## src/rtl/mul_div_unit_if.sv

```systemverilog
// Request/result bundle for mul_div_unit.
//   master (issuer): drives start, MulOp, A, B; observes Hi, Lo, busy, done, div_zero
//   slave  (unit)  : the reverse
// A, B, Hi and Lo number bit 0 as the MSB.
interface mul_div_unit_if #(
  parameter int unsigned WIDTH = 32
) ();

  logic             start;
  logic [1:0]       MulOp;     // [0]=1 divide, [1]=1 unsigned
  logic [0:WIDTH-1] A;
  logic [0:WIDTH-1] B;
  logic [0:WIDTH-1] Hi;
  logic [0:WIDTH-1] Lo;
  logic             busy;
  logic             done;
  logic             div_zero;

  modport master (
    output start, MulOp, A, B,
    input  Hi, Lo, busy, done, div_zero
  );

  modport slave (
    input  start, MulOp, A, B,
    output Hi, Lo, busy, done, div_zero
  );

endinterface

```

## src/rtl/mul_div_unit.sv

```systemverilog
// Iterative signed/unsigned multiply and divide for the EX stage.
//   clk, reset : rising-edge clock, synchronous active-high reset
//   bus        : mul_div_unit_if.slave (start/MulOp/A/B in, Hi/Lo/busy/done/div_zero out)
// One radix-2 iteration per cycle on operand magnitudes, then one fix-up
// cycle applies signs and writes Hi/Lo. Latency is WIDTH+2 cycles from the
// start edge; done pulses for one cycle with the new Hi/Lo.
module mul_div_unit #(
  parameter int unsigned WIDTH = 32,
  parameter int unsigned CNT_W = 6
) (
  input  logic          clk,
  input  logic          reset,
  mul_div_unit_if.slave bus
);

  localparam int unsigned W2 = 2 * WIDTH;

  typedef enum logic [1:0] {
    S_IDLE = 2'd0,
    S_RUN  = 2'd1,
    S_FIX  = 2'd2
  } state_t;

  state_t           r_state;
  logic [CNT_W-1:0] r_count;
  logic             r_div;
  logic             r_neg_a;
  logic             r_neg_b;
  logic [WIDTH-1:0] r_op;       // multiplicand (mul) or divisor (div) magnitude
  logic [W2-1:0]    r_acc;      // mul: product:multiplier, div: remainder:quotient
  logic [WIDTH-1:0] r_hi;
  logic [WIDTH-1:0] r_lo;
  logic             r_busy;
  logic             r_done;
  logic             r_div_zero;

  // Operand capture: sign and magnitude. The negation of the most-negative
  // value, read as unsigned, is exactly 2^(WIDTH-1), so WIDTH bits suffice.
  logic [WIDTH-1:0] w_a;
  logic [WIDTH-1:0] w_b;
  logic             w_a_neg;
  logic             w_b_neg;
  logic [WIDTH-1:0] w_a_mag;
  logic [WIDTH-1:0] w_b_mag;

  assign w_a     = bus.A;
  assign w_b     = bus.B;
  assign w_a_neg = ~bus.MulOp[1] & w_a[WIDTH-1];
  assign w_b_neg = ~bus.MulOp[1] & w_b[WIDTH-1];
  assign w_a_mag = w_a_neg ? (~w_a + WIDTH'(1)) : w_a;
  assign w_b_mag = w_b_neg ? (~w_b + WIDTH'(1)) : w_b;

  // Shift-add step: add multiplicand into the upper half when the current
  // multiplier LSB is set, then shift the whole accumulator right.
  logic [WIDTH:0]  w_mul_sum;
  logic [W2-1:0]   w_mul_next;

  assign w_mul_sum  = {1'b0, r_acc[W2-1:WIDTH]} + (r_acc[0] ? {1'b0, r_op} : '0);
  assign w_mul_next = {w_mul_sum, r_acc[WIDTH-1:1]};

  // Restoring-division step: shift remainder:quotient left, trial-subtract
  // the divisor, keep the difference and set the quotient bit if non-negative.
  logic [WIDTH:0]   w_div_tmp;
  logic [WIDTH+1:0] w_div_diff;
  logic             w_div_ok;
  logic [WIDTH-1:0] w_div_rem;
  logic [W2-1:0]    w_div_next;

  assign w_div_tmp  = {r_acc[W2-1:WIDTH], r_acc[WIDTH-1]};
  assign w_div_diff = {1'b0, w_div_tmp} - {2'b00, r_op};
  assign w_div_ok   = ~w_div_diff[WIDTH+1];
  assign w_div_rem  = w_div_ok ? WIDTH'(w_div_diff) : w_div_tmp[WIDTH-1:0];
  assign w_div_next = {w_div_rem, r_acc[WIDTH-2:0], w_div_ok};

  // Sign fix-up. With a zero divisor every trial succeeds, so the quotient
  // is forced to all ones and the remainder already ends up equal to the
  // raw dividend (its magnitude re-signed like a normal remainder).
  logic             w_sgn_diff;
  logic [W2-1:0]    w_prod;
  logic [WIDTH-1:0] w_quo;
  logic [WIDTH-1:0] w_rem;

  assign w_sgn_diff = r_neg_a ^ r_neg_b;
  assign w_prod     = w_sgn_diff ? (~r_acc + W2'(1)) : r_acc;
  assign w_quo      = r_div_zero ? '1 :
                      (w_sgn_diff ? (~r_acc[WIDTH-1:0] + WIDTH'(1)) : r_acc[WIDTH-1:0]);
  assign w_rem      = r_neg_a ? (~r_acc[W2-1:WIDTH] + WIDTH'(1)) : r_acc[W2-1:WIDTH];

  // Control FSM and result registers.
  always_ff @(posedge clk) begin
    if (reset) begin
      r_state    <= S_IDLE;
      r_count    <= '0;
      r_div      <= 1'b0;
      r_neg_a    <= 1'b0;
      r_neg_b    <= 1'b0;
      r_op       <= '0;
      r_acc      <= '0;
      r_hi       <= '0;
      r_lo       <= '0;
      r_busy     <= 1'b0;
      r_done     <= 1'b0;
      r_div_zero <= 1'b0;
    end else begin
      r_done <= 1'b0;
      unique case (r_state)
        S_IDLE: begin
          if (bus.start) begin
            r_div      <= bus.MulOp[0];
            r_neg_a    <= w_a_neg;
            r_neg_b    <= w_b_neg;
            r_count    <= CNT_W'(WIDTH);
            r_div_zero <= bus.MulOp[0] & (w_b == '0);
            if (bus.MulOp[0]) begin
              r_op  <= w_b_mag;
              r_acc <= {WIDTH'(0), w_a_mag};
            end else begin
              r_op  <= w_a_mag;
              r_acc <= {WIDTH'(0), w_b_mag};
            end
            r_busy  <= 1'b1;
            r_state <= S_RUN;
          end
        end
        S_RUN: begin
          r_acc   <= r_div ? w_div_next : w_mul_next;
          r_count <= r_count - CNT_W'(1);
          if (r_count == CNT_W'(1)) begin
            r_state <= S_FIX;
          end
        end
        S_FIX: begin
          if (r_div) begin
            r_hi <= w_rem;
            r_lo <= w_quo;
          end else begin
            r_hi <= w_prod[W2-1:WIDTH];
            r_lo <= w_prod[WIDTH-1:0];
          end
          r_busy  <= 1'b0;
          r_done  <= 1'b1;
          r_state <= S_IDLE;
        end
        default: r_state <= S_IDLE;
      endcase
    end
  end

  assign bus.Hi       = r_hi;
  assign bus.Lo       = r_lo;
  assign bus.busy     = r_busy;
  assign bus.done     = r_done;
  assign bus.div_zero = r_div_zero;

endmodule

```

## src/flat_wrapper.sv

```systemverilog
// flat-port wrapper written by rule: the top's interface ports become plain ports
module mul_div_unit_flat 
#(
  parameter int unsigned WIDTH = 32,
  parameter int unsigned CNT_W = 6
)
  (clk, reset, bus_start, bus_MulOp, bus_A, bus_B, bus_Hi, bus_Lo, bus_busy, bus_done, bus_div_zero);
  mul_div_unit_if #(.WIDTH(WIDTH)) bus_i ();
  input  logic clk;
  input  logic reset;
  input wire logic [$bits(bus_i.start)-1:0] bus_start;
  input wire logic [$bits(bus_i.MulOp)-1:0] bus_MulOp;
  input wire logic [$bits(bus_i.A)-1:0] bus_A;
  input wire logic [$bits(bus_i.B)-1:0] bus_B;
  output wire logic [$bits(bus_i.Hi)-1:0] bus_Hi;
  output wire logic [$bits(bus_i.Lo)-1:0] bus_Lo;
  output wire logic [$bits(bus_i.busy)-1:0] bus_busy;
  output wire logic [$bits(bus_i.done)-1:0] bus_done;
  output wire logic [$bits(bus_i.div_zero)-1:0] bus_div_zero;
  assign bus_i.start = bus_start;
  assign bus_i.MulOp = bus_MulOp;
  assign bus_i.A = bus_A;
  assign bus_i.B = bus_B;
  assign bus_Hi = bus_i.Hi;
  assign bus_Lo = bus_i.Lo;
  assign bus_busy = bus_i.busy;
  assign bus_done = bus_i.done;
  assign bus_div_zero = bus_i.div_zero;
  mul_div_unit #(.WIDTH(WIDTH), .CNT_W(CNT_W)) u_core (.clk(clk), .reset(reset), .bus(bus_i));
endmodule
```

## config.mk

```make
export PLATFORM = sky130hd
export DESIGN_NAME = mul_div_unit_flat
export DESIGN_NICKNAME = d
export VERILOG_FILES = /design/src/rtl/mul_div_unit_if.sv /design/src/rtl/mul_div_unit.sv /design/src/flat_wrapper.sv
export SDC_FILE = /design/constraint.sdc
export NUM_CORES = 1
export LEC_CHECK = 0
export ABC_AREA = 0
export CORE_MARGIN = 3
export CORE_UTILIZATION = 30
export CTS_BUF_LIST = sky130_fd_sc_hd__clkbuf_8 sky130_fd_sc_hd__clkbuf_16
export DETAILED_ROUTE_END_ITERATION = 16
export GPL_TIMING_DRIVEN = 0
export PLACE_DENSITY_LB_ADDON = 0.3
export REMOVE_ABC_BUFFERS = 1
export SKIP_LAST_GASP = 1
export SLEW_MARGIN = 20
export SYNTH_ARGS = -nofsm -noshare
export SYNTH_HDL_FRONTEND = slang
export SYNTH_SLANG_ARGS = --single-unit
```

## constraint.sdc

```tcl
create_clock -name clk -period 3.6 [get_ports clk]
set_input_delay 0.36 -clock clk [delete_from_list [all_inputs] [get_ports clk]]
set_output_delay 0.36 -clock clk [all_outputs]
set_load 0.01 [all_outputs]
```

### Yosys cells after proc, flatten, opt, wreduce, memory -nomap -nowiden

Index checks and enable logic that the tools add are counted.

| word-level totals | value |
|---|---|
| bits in registers | 174 |
| RAM bits | 0 |
| memories | 0 |
| bits in read-only memories | 0 |
| input bits | 69 |
| logic and storage cells | 67 |
| latch bits | 0 |
| output and inout bits | 67 |

| operators by class | value |
|---|---|
| multiply operators | 0 |
| reductions and logical operators | 8 |
| shift operators | 0 |
| add/sub/neg operators | 8 |
| eq/ne operators | 5 |
| mux-type cells | 23 |
| order comparisons | 0 |
| bitwise logic cells | 11 |
| div/mod/pow operators | 0 |

Operators with widths:

| kind | count |
|---|---|
| 32-bit 2-to-1 mux | 11 |
| 64-bit 2-to-1 mux | 3 |
| 32-bit by 1-bit adder with 32-bit output, second input constant | 4 |
| 32-bit inverter | 4 |
| 64-bit case mux with 2 select lines | 1 |
| 64-bit by 1-bit adder with 64-bit output, second input constant | 1 |
| 64-bit inverter | 1 |
| 33-bit by 32-bit subtractor with 34-bit output | 1 |
| 32-bit by 33-bit adder with 33-bit output | 1 |
| 32-bit logical NOT | 1 |
| 6-bit case mux with 2 select lines | 1 |
| 2-bit AND reduction | 4 |
| 6-bit by 1-bit equality test with 1-bit output, second input constant | 1 |
| 6-bit 2-to-1 mux | 1 |
| 6-bit by 1-bit subtractor with 6-bit output, second input constant | 1 |
| 2-bit 2-to-1 mux | 2 |
| 2-bit case mux with 2 select lines | 1 |
| 2-bit nonzero test | 2 |
| 1-bit bitwise AND | 3 |
| 2-bit by 1-bit equality test with 1-bit output, second input constant | 1 |
| 2-bit equality test, second input constant | 1 |
| 2-bit logical NOT | 1 |
| 1-bit 2-to-1 mux | 2 |
| 2-bit by 1-bit != test with 1-bit output, second input constant | 1 |
| other kinds (4) | 5 |

### Depth between registers and ports, before layout

Gate-level depths: netlist of run 1.

| logic depth | value |
|---|---|
| depth after elaboration | 6 |
| depth in mapped cells | 14 |
| gate-level depth less buffers | 13 |

### Least setup slack after synthesis of run 1

No wires, ideal clock.

| timing | value |
|---|---|
| path kind | register -> register |
| start point | register u_core.r_acc[57] |
| end point | register u_core.r_acc[32] |
| path slack | 0.299 ns |
| stages on the path, launching flop included | 11 |
| buffers on the path | 1 |
| data required time | 3.465 ns |
| setup time | 0.135 ns |
| arrival | 3.166 ns |
| clock period less this slack | 3.301 ns |
| cells stage by stage | dfxtp_1 -> ha_1 -> a21o_1 -> a21o_1 -> a21oi_1 -> o21ai_0 -> a211oi_1 -> nand2_1 -> clkbuf_1 -> o21ai_0 -> o221ai_1 |

| on the way | value |
|---|---|
| word-level cells in the longest chain between the ends | 4 |

Ends and longest elaborated chain:

| what | line | RTL |
|---|---|---|
| start: declaration | mul_div_unit.sv:30 | `logic [W2-1:0] r_acc;` |
| start signal: assignment | mul_div_unit.sv:116 | `r_acc <= {WIDTH'(0), w_a_mag};` |
| start signal: assignment | mul_div_unit.sv:119 | `r_acc <= {WIDTH'(0), w_b_mag};` |
| start signal: assignment | mul_div_unit.sv:126 | `r_acc <= r_div ? w_div_next : w_mul_next;` |
| 33-bit by 32-bit subtractor with 34-bit output | mul_div_unit.sv:70 | `assign w_div_diff = {1'b0, w_div_tmp} - {2'b00, r_op};` |
| 32-bit 2-to-1 mux | mul_div_unit.sv:72 | `assign w_div_rem = w_div_ok ? WIDTH'(w_div_diff) : w_div_tmp[WIDTH-1:0];` |
| 64-bit 2-to-1 mux | mul_div_unit.sv:126 |  |
| 64-bit case mux with 2 select lines | mul_div_unit.sv:106 | `unique case (r_state)` |

Every way passes these cells.
A chain may end at the register's enable or synchronous reset.

### Worst setup path in the final report of run 1

| timing | value |
|---|---|
| start point | register u_core.r_acc[0] |
| end point | register u_core.r_acc[62] |

| on the way | value |
|---|---|
| word-level cells in the longest chain between the ends | 4 |

Ends and longest elaborated chain:

| what | line | RTL |
|---|---|---|
| 32-bit 2-to-1 mux | mul_div_unit.sv:58 | `assign w_mul_sum = {1'b0, r_acc[W2-1:WIDTH]} + (r_acc[0] ? {1'b0, r_op} : '0);` |
| 32-bit by 33-bit adder with 33-bit output | mul_div_unit.sv:58 |  |
| 64-bit 2-to-1 mux | mul_div_unit.sv:126 |  |
| 64-bit case mux with 2 select lines | mul_div_unit.sv:106 |  |

Every way passes these cells.

==> impl_results.rst, run 1 <==
.. list-table::
   :header-rows: 1

   * - Metric
     - Value
   * - Number of antenna violations at the first check in global routing
     - 0
   * - Number of global-route vias before repair
     - 14018
   * - Maximum root-to-sink buffer count
     - 2
   * - Total routing usage reported by global routing
     - 20.28%
   * - Cell chain of the critical path
     - nand2_1 > inv_1 > ha_1 > a211oi_1 > nor2_1 > o31ai_1 > a21boi_1 > a211o_1 > a31oi_1 > mux2i_1 > a211oi_1 > a2111oi_0
   * - Total power per unit cell area
     - 361.1 mW/mm²
   * - Weighted congestion at the end of routability-driven global placement
     - 0.9423
   * - Origin of the worst min-delay path
     - reset
   * - CTS tree
     - built
   * - Num Clock Sinks
     - 174
   * - Post-route insts no fill
     - 2609
   * - Largest net degree at the start of global routing
     - 63
   * - Final net count
     - 2130
   * - Count of flip-flops with a built-in enable after synthesis
     - 0
   * - Setup violations, final
     - 0
   * - Time the worst path needs with I/O delays and setup
     - 3.600 ns
   * - Area of placed instances
     - 0.01616 mm²
   * - Post-Layout Inst Area
     - 0.01698 mm²
   * - Final hold violation count
     - 0
   * - H-tree depth reported by CTS
     - 4
   * - Critical path class
     - reg2reg
   * - Most instantiated flip-flop cell in the synthesis netlist
     - sky130_fd_sc_hd__dfxtp_1
   * - Detailed-route via count
     - 14669
   * - Aggregate global routing overflow
     - 0
   * - Switching power share of the total
     - 38.68%
   * - Share of synthesized flip-flops with an asynchronous set or reset
     - 0%
   * - HPWL Detailed
     - 39.90 mm
   * - Maximum VDD drop
     - 0.3452 mV
   * - Gate power share
     - 33.2%
   * - Seq pwr share
     - 35.8%
   * - Crit path largest cell delay
     - 0.49 ns
   * - Final worst-path cycle share
     - 100.0%
   * - Highest net fanout along the worst path
     - 7
   * - CP most frequent cell
     - sky130_fd_sc_hd__a211oi_1
   * - Path class of the lowest-slack min-delay path
     - in2reg
   * - Area of the mapped netlist
     - 0.01417 mm²
   * - Post-detailed-route via-to-cell ratio
     - 5.622
   * - Syn Inst Count
     - 1933
   * - Required arrival time at the worst endpoint
     - 3.95 ns
   * - Height of the die
     - 223.3 µm
   * - First element of the critical path
     - u_core.r_acc[0]
   * - Fill cell count
     - 4846
   * - Number of ports placed on the die boundary
     - 136
   * - Sw Pwr
     - 0.002372 W
   * - Detail-routed net length per standard cell
     - 19.96 µm
   * - Final Max Tran Viols
     - 0
   * - Clock power frac
     - 31.0%
   * - CTS Buf Count
     - 17
   * - Starting utilization of the core area
     - 30.44%
   * - Number of cells traversed by the worst register-to-register path
     - 12
   * - Depth of the worst hold-timing path
     - 2
   * - Number of DRC violations after detailed-routing iteration 0
     - 1036
   * - Status
     - complete, no violations
   * - Total die area
     - 0.04988 mm²
   * - Worst hold slack
     - 0.3607 ns
   * - Synth-to-Final Area Change
     - 19.83%
   * - Startpoint of the most critical register-to-register path
     - u_core.r_acc[0]
   * - Achievable frequency
     - 277.8 MHz
   * - Element type at the critical path start
     - register
   * - Part of the Yosys area used for sequential elements
     - 24.58%
   * - Total core area
     - 0.04656 mm²
   * - Fraction of layout instances using a drive strength above 1
     - 6.444%
   * - Clock Latency Late Sink
     - 0.47 ns
   * - Category of the worst setup path capture point
     - register
   * - Final clock skew
     - 0.01692 ns
   * - Die span in x
     - 223.3 µm
   * - RSZ-0062 raised after global routing
     - true
   * - Residual DRC
     - 0
   * - Clk pin slew, worst setup/hold paths
     - 0.08 ns
   * - Total wire length
     - 52.08 mm
   * - Power, Total
     - 0.006132 W
   * - Most frequent cells in the layout
     - sky130_fd_sc_hd__nor2_1, sky130_fd_sc_hd__a21oi_1, sky130_fd_sc_hd__dfxtp_1, sky130_fd_sc_hd__nand2_1, sky130_fd_sc_hd__clkdlybuf4s50_1
   * - Ant diodes
     - 0
   * - Synthesis Warnings
     - 0
   * - Post-synthesis sequential element count
     - 174
   * - Pin slew with the least headroom to its limit
     - 0.9421 ns
   * - Synthesized area per cell
     - 7.330 µm²
   * - Count of standard-cell rows
     - 79
   * - Static Leakage
     - 6.337 nW
   * - Number of instances in the placed design
     - 2568
   * - Max cap viols
     - 0
   * - Clock tree root buffer cell
     - sky130_fd_sc_hd__clkbuf_16
   * - Count of unique library cells instantiated by Yosys
     - 75
   * - Worst slew margin
     - 37.14%
   * - Data arrival at the endpoint of the critical path
     - 3.95 ns
   * - Post-layout utilization of the core
     - 36.47%
   * - Number of port buffers
     - 135
   * - Number of optimization iterations in the first detailed-route pass
     - 5
   * - Remaining antenna violation count after routing
     - 0
   * - Post-CTS Hold Buffers
     - 0
   * - Most common library cell in the layout ignoring fill and taps
     - sky130_fd_sc_hd__nor2_1
   * - Crit-path slowest cell
     - sky130_fd_sc_hd__dfxtp_2
   * - Cell-internal power
     - 0.003760 W
   * - First-pass GRT wire length
     - 80.63 mm
[cells in the mapped netlist, drive strengths merged (7+ instances only)]
| master | n | area, µm² |
|---|---|---|
| nand2 | 169 | 634.4 |
| nand4 | 15 | 93.84 |
| a22oi | 11 | 82.58 |
| xnor2 | 92 | 805.8 |
| buf | 23 | 106.4 |
| nor3 | 44 | 220.2 |
| or4 | 21 | 165.2 |
| and2 | 7 | 46.30 |
| o21bai | 8 | 60.06 |
| a311oi | 7 | 67.56 |
| or3 | 18 | 112.6 |
| o31ai | 30 | 225.2 |
| mux2i | 49 | 490.5 |
| nand2b | 8 | 50.05 |
| a211oi | 92 | 690.7 |
| clkbuf | 104 | 390.4 |
| xor2 | 71 | 621.9 |
| and3 | 10 | 62.56 |
| a21oi | 207 | 1036 |
| o41ai | 11 | 103.9 |
| o21ai | 138 | 690.7 |
| a221oi | 8 | 70.07 |
| dfxtp | 174 | 3483 |
| o21a | 11 | 82.58 |
| a31oi | 30 | 187.7 |
| inv | 77 | 289.0 |
| o211ai | 36 | 270.3 |
| ha | 70 | 875.8 |
| nor2 | 211 | 792.0 |
| nor4 | 16 | 115.1 |
| a21o | 30 | 225.2 |
| nor2b | 14 | 87.58 |
| nand3 | 38 | 190.2 |
[stage by stage]
step / TNS (ns) / setup WS (ns)
after floorplan: -37.31 / -1.245
after global placement: -583.20 / -7.073
after detailed placement: -20.26 / -0.7785
after CTS: 0 / 0.009399
after global routing: -0.2160 / -0.2083
final: 0 / 0.00006484
[power groups by stage]
stage          sequential, W  clock (W)  combinational, W
2_1_floorplan        0.00218          0           0.00129
3_3_place_gp         0.00224          0           0.00188
3_5_place_dp         0.00223          0           0.00194
4_1_cts              0.00219    0.00194           0.00197
5_1_grt              0.00221    0.00202           0.00222
6_report             0.00220    0.00190           0.00204
[critical path, delay by kind of cell, from the launching register on]
family | cells | cell delay, ns
compound gates | 7 | 2.17
fa+ha+maj | 1 | 0.24
buf+inv | 1 | 0.08
flops | 1 | 0.49
mux | 1 | 0.24
simple gates | 2 | 0.27
[cell type report]
| class | count | area, µm² | area share, % |
|---|---|---|---|
| Clock buffer | 17 | 425.4 | 2.505 |
| Clock inverter | 15 | 173.9 | 1.024 |
| Inverter | 78 | 301.5 | 1.776 |
| Tap cell | 607 | 759.5 | 4.473 |
| Timing Repair Buffer | 164 | 1709 | 10.07 |
| Multi-Input combinational cell | 1554 | 10120 | 59.59 |
| Sequential cell | 174 | 3492 | 20.57 |
[state kept, by name (all words and copies together) (netlist names)]
signal,flops
u_core.bus.div_zero,1
u_core.bus.Lo,32
u_core.r_state,2
u_core.bus.Hi,32
u_core.bus.busy,1
u_core.r_div,1
u_core.r_neg_b,1
u_core.r_neg_a,1
u_core.r_acc,64
u_core.bus.done,1
u_core.r_op,32
u_core.r_count,6
[routing by layer]
layer  GRT usage [%]  routed length (µm)  part of all wire (%)  up-vias
li1                -                   -                     -     7182
met1           27.52               24060                    46     6962
met2           32.47               23470                    45      451
met3           3.250                2716                   5.2       74
met4           7.465                1827                   3.5        0
met5               0                   0                     0        -
[kinds of logic (layout without fill, tap and decap cells)]
group           after synthesis  in the layout  share of synthesized area [%]
compound gates              672            672                          30.01
simple gates                593            593                          19.44
buf+inv                     205            274                          5.572
flops                       174            174                          24.58
xor+xnor                    163            163                          10.08
fa+ha+maj                    72             72                          6.464
mux                          54             54                          3.859
[path summary, 6_finish.rpt]
check                       to  slack, ns
max           u_core.r_acc[62]    0.00006
min          u_core.r_count[1]       0.36
max reg2reg   u_core.r_acc[62]    0.00006
min reg2reg  u_core.bus.Hi[18]       0.45
[repair_timing]
item / 4_1_cts / 5_1_grt
endpoints found under the hold margin: 0 / 0
pin swaps: 1 / 3
resized for setup: 19 / 23
setup endpoints to repair: 36 / 37
setup buffers: 2 / 7
(Power assumes the default switching activity.)
==> run 2, diff against run 1 <==
CORE_UTILIZATION = 29   (was 30)
REMOVE_ABC_BUFFERS = default   (was 1)
==> run 2 against run 1 <==
Against the previous run: final cell count increased by 4.1%; largest cell class unchanged; sequential share of layout area is 0.21 points lower; clock power about the same; sequential power shrank 2%; highest routed layer is now met5.
==> impl_results.rst, run 2 (same netlist as run 1, synthesis figures left out) <==
.. list-table::
   :header-rows: 1

   * - Metric
     - Value
   * - Clock tree root buffer cell
     - sky130_fd_sc_hd__clkbuf_16
   * - Least setup slack across all paths after layout
     - 0.05656 ns
   * - Depth of the worst hold-timing path
     - 2
   * - Clk pin slew, worst setup/hold paths
     - 0.08 ns
   * - Critical path class
     - reg2reg
   * - Number of global-route vias before repair
     - 14853
   * - Setup violations, final
     - 0
   * - Weighted congestion at the end of routability-driven global placement
     - 0.9627
   * - Final worst-path cycle share
     - 98.43%
   * - Worst hold slack
     - 0.4531 ns
   * - Aggregate global routing overflow
     - 0
   * - Remaining antenna violation count after routing
     - 0
   * - Biggest register
     - u_core.r_acc
   * - Number of DRC violations after detailed-routing iteration 0
     - 1342
   * - Total core area
     - 0.04805 mm²
   * - Post-placement worst setup slack
     - -1.118 ns
   * - Time the worst path needs with I/O delays and setup
     - 3.543 ns
   * - Category of the worst setup path capture point
     - register
   * - Post-CTS Hold Buffers
     - 0
   * - Cell-internal power
     - 0.003812 W
   * - Clock power frac
     - 30.6%
   * - Fraction of layout instances using a drive strength above 1
     - 5.519%
   * - Path class of the lowest-slack min-delay path
     - reg2reg
   * - Cell chain of the critical path
     - clkbuf_1 > buf_1 > buf_1 > clkbuf_1 > nand3_1 > o211ai_1
   * - Highest net fanout along the worst path
     - 10
   * - CTS Buf Count
     - 17
   * - Maximum root-to-sink buffer count
     - 2
   * - Max reg flops
     - 64
   * - Number of optimization iterations in the first detailed-route pass
     - 7
   * - Post-layout utilization of the core
     - 35.73%
   * - Detailed-route via count
     - 15483
   * - Count of standard-cell rows
     - 80
   * - Final clock skew
     - 0.01221 ns
   * - Final net count
     - 2230
   * - Worst Hold End
     - u_core.bus.Hi[9]
   * - Final Max Tran Viols
     - 0
   * - Status
     - complete, no violations
   * - Fill cell count
     - 5136
   * - Largest net degree at the start of global routing
     - 18
   * - Total power per unit cell area
     - 362.1 mW/mm²
   * - Number of port buffers
     - 134
   * - Power, Total
     - 0.006216 W
   * - Data arrival at the endpoint of the critical path
     - 3.90 ns
   * - Multi-input logic area
     - 0.01013 mm²
   * - HPWL Detailed
     - 45.46 mm
   * - Total die area
     - 0.05155 mm²
   * - Detail-routed net length per standard cell
     - 20.98 µm
   * - CTS tree
     - built
   * - Number of antenna violations at the first check in global routing
     - 1
   * - Num Clock Sinks
     - 174
   * - Most frequent cells in the layout
     - sky130_fd_sc_hd__nor2_1, sky130_fd_sc_hd__a21oi_1, sky130_fd_sc_hd__nand2_1, sky130_fd_sc_hd__dfxtp_1, sky130_fd_sc_hd__clkdlybuf4s50_1
   * - Startpoint of the most critical register-to-register path
     - u_core.r_div
   * - Number of ports placed on the die boundary
     - 136
   * - FF-to-FF End
     - u_core.r_acc[55]
   * - Seq pwr share
     - 34.8%
   * - Die span in x
     - 227.0 µm
   * - Number of cells traversed by the worst register-to-register path
     - 6
   * - Syn nets
     - 2074
   * - Total routing usage reported by global routing
     - 21.44%
   * - Residual DRC
     - 0
   * - Crit-path slowest cell
     - sky130_fd_sc_hd__buf_1
   * - Sw Pwr
     - 0.002404 W
   * - Static Leakage
     - 6.331 nW
   * - Gate power share
     - 34.6%
   * - Required arrival time at the worst endpoint
     - 3.96 ns
   * - H-tree depth reported by CTS
     - 4
   * - Achievable frequency
     - 282.2 MHz
   * - Ant diodes
     - 0
   * - Combined flip-flop and latch cell area
     - 0.003493 mm²
   * - Maximum VDD drop
     - 0.3939 mV
   * - Crit path largest cell delay
     - 0.74 ns
   * - Most common library cell in the layout ignoring fill and taps
     - sky130_fd_sc_hd__nor2_1
   * - Origin of the worst min-delay path
     - u_core.bus.Hi[9]
   * - Pin slew with the least headroom to its limit
     - 0.9125 ns
   * - Height of the die
     - 227.0 µm
   * - Total Negative Setup Slacks
     - 0 ns
   * - Starting utilization of the core area
     - 29.49%
   * - Worst slew margin
     - 38.62%
   * - Reg-to-reg slack, setup
     - 0.06 ns
   * - Total wire length
     - 57.00 mm
   * - Switching power share of the total
     - 38.68%
   * - Post-detailed-route via-to-cell ratio
     - 5.699
   * - Clock Latency Late Sink
     - 0.45 ns
   * - Final hold violation count
     - 0
   * - First-pass GRT wire length
     - 86.13 mm
   * - Max cap viols
     - 0
   * - Element type at the critical path start
     - register
   * - Synth-to-Final Area Change
     - 21.14%
==> run 2: cell type report <==
type	instances	share of cell area, %
plain buffers	120	2.755
clock buffers	17	2.478
clock inverters	15	0.9330
inverters	78	1.706
multi-input cells	1554	59.04
flip-flops and latches	174	20.35
well taps	615	4.483
repair buffers	144	8.251
==> run 2: power groups by stage <==
stage / registers (W) / clock network [W] / logic (W)
after floorplan: 0.00215 / 0 / 0.00139
after global routing: 0.00218 / 0.00198 / 0.00232
after CTS: 0.00215 / 0.00192 / 0.00207
after detailed placement: 0.00219 / 0 / 0.00204
after global placement: 0.00219 / 0 / 0.00202
final: 0.00216 / 0.00190 / 0.00215
==> run 2: critical path, delay by kind of cell, from the launching register on <==
| kind | cells | cell delay [ns] |
|---|---|---|
| and+or+nand+nor | 1 | 0.20 |
| AOI/OAI and AO/OA | 1 | 0.24 |
| DFF | 1 | 0.46 |
| buffers and inverters | 4 | 2.55 |
==> run 2: per-layer routing <==
layer | track usage [%] | wire, µm | up-vias
met4 | 7.024 | 1869 | 2
met2 | 36.48 | 26810 | 616
met3 | 2.721 | 3478 | 105
met1 | 28.21 | 24830 | 7394
met5 | 0 | 11 | -
li1 | - | - | 7366
==> run 2: through the flow <==
step	cells	area, µm²
detailed placement	2682	16290
finish	2717	17170
global route	2717	17170
CTS	2712	16970
global placement	2682	16280
floorplan	1933	14170
==> run 2: worst max-delay path by stage <==
stage                           from                end  slack, ns  cells past startpoint
detailed placement  u_core.r_acc[35]   u_core.r_acc[55]      -1.12                     12
finish                  u_core.r_div   u_core.r_acc[55]       0.06                      6
global placement    u_core.r_acc[57]   u_core.r_acc[50]      -1.20                     10
global route        u_core.r_acc[11]  u_core.bus.Hi[11]    -0.0008                     10
floorplan           u_core.r_acc[57]   u_core.r_acc[32]       0.30                     10
CTS                  u_core.r_acc[0]   u_core.r_acc[63]       0.01                     12
==> run 2: what timing repair did <==
action                     in CTS  in global routing
cloned                          0                  0
pin swaps                       2                 16
setup endpoints to repair      42                 43
setup buffers                   0                 10
resized for setup              29                 48
==> variant (config.mk and constraints of run 1) <==
Encoding of `state_t`: now one-hot (3 bits for 3 states).
--- a/src/rtl/mul_div_unit.sv
+++ b/src/rtl/mul_div_unit.sv
@@ -15,10 +15,10 @@
 
   localparam int unsigned W2 = 2 * WIDTH;
 
-  typedef enum logic [1:0] {
-    S_IDLE = 2'd0,
-    S_RUN  = 2'd1,
-    S_FIX  = 2'd2
+  typedef enum logic [2:0] {
+    S_IDLE = 3'b001,
+    S_RUN  = 3'b010,
+    S_FIX  = 3'b100
   } state_t;
 
   state_t           r_state;
Behaviour: same outputs for any inputs over 10 cycles, from zero or initial values and one cycle with reset high; not proved beyond that.
==> variant against run 1 <==
  * The run now ends with negative setup slack left
  * Sequential share of layout area increased by 0.22 points
  * Count of clock-buffer cells in the layout increased by 2
  * Utilization decreased by 0.30 points
  * First-iteration DRC count increased by 23%
  * Total power decreased by 9.2%
  * Synthesized area increased by 0.54%
  * Setup slack got worse by 0.019 ns
  * Combinational power decreased by 27%
  * Wire length decreased by 0.46%
  * Final area decreased by 0.39%
  * Cell count decreased by 0.31%
  * Sequential cell count increased by 1
  * Sequential power decreased by 4%
  * Critical endpoint is now u_core.r_acc[60]
  * Largest power group unchanged
  * Highest routed layer unchanged
==> variant: results (changes against run 1) <==
Outcome
  – Outcome: finished, violations left (was finished clean)
  – Violated checks: negative setup slack

Cells and area
  – Post-layout net count: 2122 (was 2130)
  – Fillers: 5001 (was 4846)
  – Layout cells sized above 1: 0.05517 (was 0.06444)

Logic synthesis
  – Post-synthesis sequential area ratio: 0.2459 (was 0.2458)
  – Cell variety after synth: 81 (was 75)
  – Most frequent cells after synthesis: nor2_1, dfxtp_1, a21oi_1 (was nor2_1, a21oi_1, dfxtp_1)
  – Top cells by area, synth: dfxtp_1, nor2_1, ha_1 (was dfxtp_1, a21oi_1, ha_1)

Timing
  – Fin Setup TNS: -0.01929 ns (was 0 ns)
  – # setup viols final: 1 (was 0)
  – Post-Route Hold Slack: 0.2943 ns (was 0.3607 ns)
  – Slew @ Worst Pin: 1.103 ns (was 0.9421 ns)
  – Final Skew: 0.01381 ns (was 0.01692 ns)
  – Final setup margin: -0.01929 ns (was 0.00006484 ns)

Clocking
  – Clock slew seen by the registers of the worst setup and hold paths: 0.07 ns

Global route
  – Vias in the first global route: 13670 (was 14020)
  – Global-route wire length before repair: 79550 µm (was 80630 µm)
  – GRT Util Overall: 0.2006 (was 0.2028)
  – Largest net degree at the start of global routing: 88 (was 63)

Critical path
  – Worst reg2reg path endpoint: u_core.r_acc[60] (was u_core.r_acc[62])
  – Worst r2r path cells: 10 (was 12)
  – Worst path max stage delay: 0.81 ns (was 0.49 ns)
  – Slowest-stage cell, CP: a2111oi_1 (was dfxtp_2)
  – Worst r2r src: u_core.r_acc[38] (was u_core.r_acc[0])
  – CP arrival: 4.02 ns (was 3.95 ns)

Power and ir drop
  – Pleak: 6.323 nW (was 6.337 nW)
  – VDD IR-drop max: 381.4 µV (was 345.2 µV)

Place
  – GP Congestion: 0.9547 (was 0.9423)
  – DP HPWL: 39030 µm (was 39900 µm)
  – DP Worst Slack: -0.4858 ns (was -0.7785 ns)
  – Placed Area: 16170 µm² (was 16160 µm²)

Routing
  – Initial drt markers: 1270 (was 1036)
  – Post-DR vias/cell: 5.659 (was 5.622)
  – Post-DR wirelength/cell: 19.93 µm (was 19.96 µm)
## variant: what timing repair did
action / CTS / global route
hold endpoints to repair: 0 / 0
buffers inserted: 0 / 4
setup endpoints to repair: 32 / 27
resized for setup: 11 / 14
pin swaps: 0 / 1
## variant: cell families after synthesis
kind of cell	Yosys count	synth area share
multiplexers	71	0.05015
adder cells (fa/ha/maj)	72	0.06429
flip-flops	175	0.2459
AO/OA/AOI/OAI	597	0.2679
buffers and inverters	190	0.05199
XOR/XNOR	165	0.1014
AND/OR/NAND/NOR	661	0.2183
## variant: worst register-to-register path, cell delays in order (launching register included)
cell,delay [ns]
dfxtp_1,0.55
ha_1,0.36
a21oi_1,0.21
o21ai_0,0.27
a2111oi_1,0.81
a211oi_1,0.22
a211o_1,0.36
a221oi_1,0.31
xor2_1,0.12
o211a_1,0.22
o21ai_0,0.13
## variant: worst min path at each step
stage | startpoint | end | depth (start not counted)
4_1_cts | reset | u_core.r_state[1] | 2
2_1_floorplan | u_core.r_op[12] | u_core.r_op[12] | 2
3_5_place_dp | u_core.r_op[25] | u_core.r_op[25] | 2
6_report | reset | u_core.r_state[1] | 2
3_3_place_gp | u_core.bus.Hi[9] | u_core.bus.Hi[9] | 2
5_1_grt | reset | u_core.r_state[1] | 2
## variant: cell type report
type | instances | area [µm²] | area share
Clock buffer | 19 | 452.9 | 0.02678
Clock inverter | 13 | 151.4 | 0.008951
Inverter | 69 | 266.5 | 0.01576
Multi-Input combinational cell | 1566 | 10130 | 0.5991
Sequential cell | 175 | 3516 | 0.2079
Tap cell | 607 | 759.5 | 0.04490
Timing Repair Buffer | 152 | 1635 | 0.09669
## variant: stage by stage
stage	utilization	instances
6_report	0.3618	2601
4_1_cts	0.3597	2597
3_3_place_gp	0.3396	2552
5_1_grt	0.3618	2601
3_5_place_dp	0.3459	2565
2_1_floorplan	-	1810
## variant: per-layer routing
layer | part of all wire | wire length [µm] | global-route usage
met1 | 0.47 | 24630 | 0.2863
met2 | 0.44 | 23040 | 0.3128
met3 | 0.057 | 2978 | 0.03197
met4 | 0.023 | 1202 | 0.05675
met5 | 0 | 0 | 0
## variant: report_power, final
| group | internal [W] | switching, W |
|---|---|---|
| clock network | 0.00107 | 0.000909 |
| registers | 0.00201 | 0.000105 |
| logic | 0.000577 | 0.000900 |
| total | 0.00365 | 0.00191 |
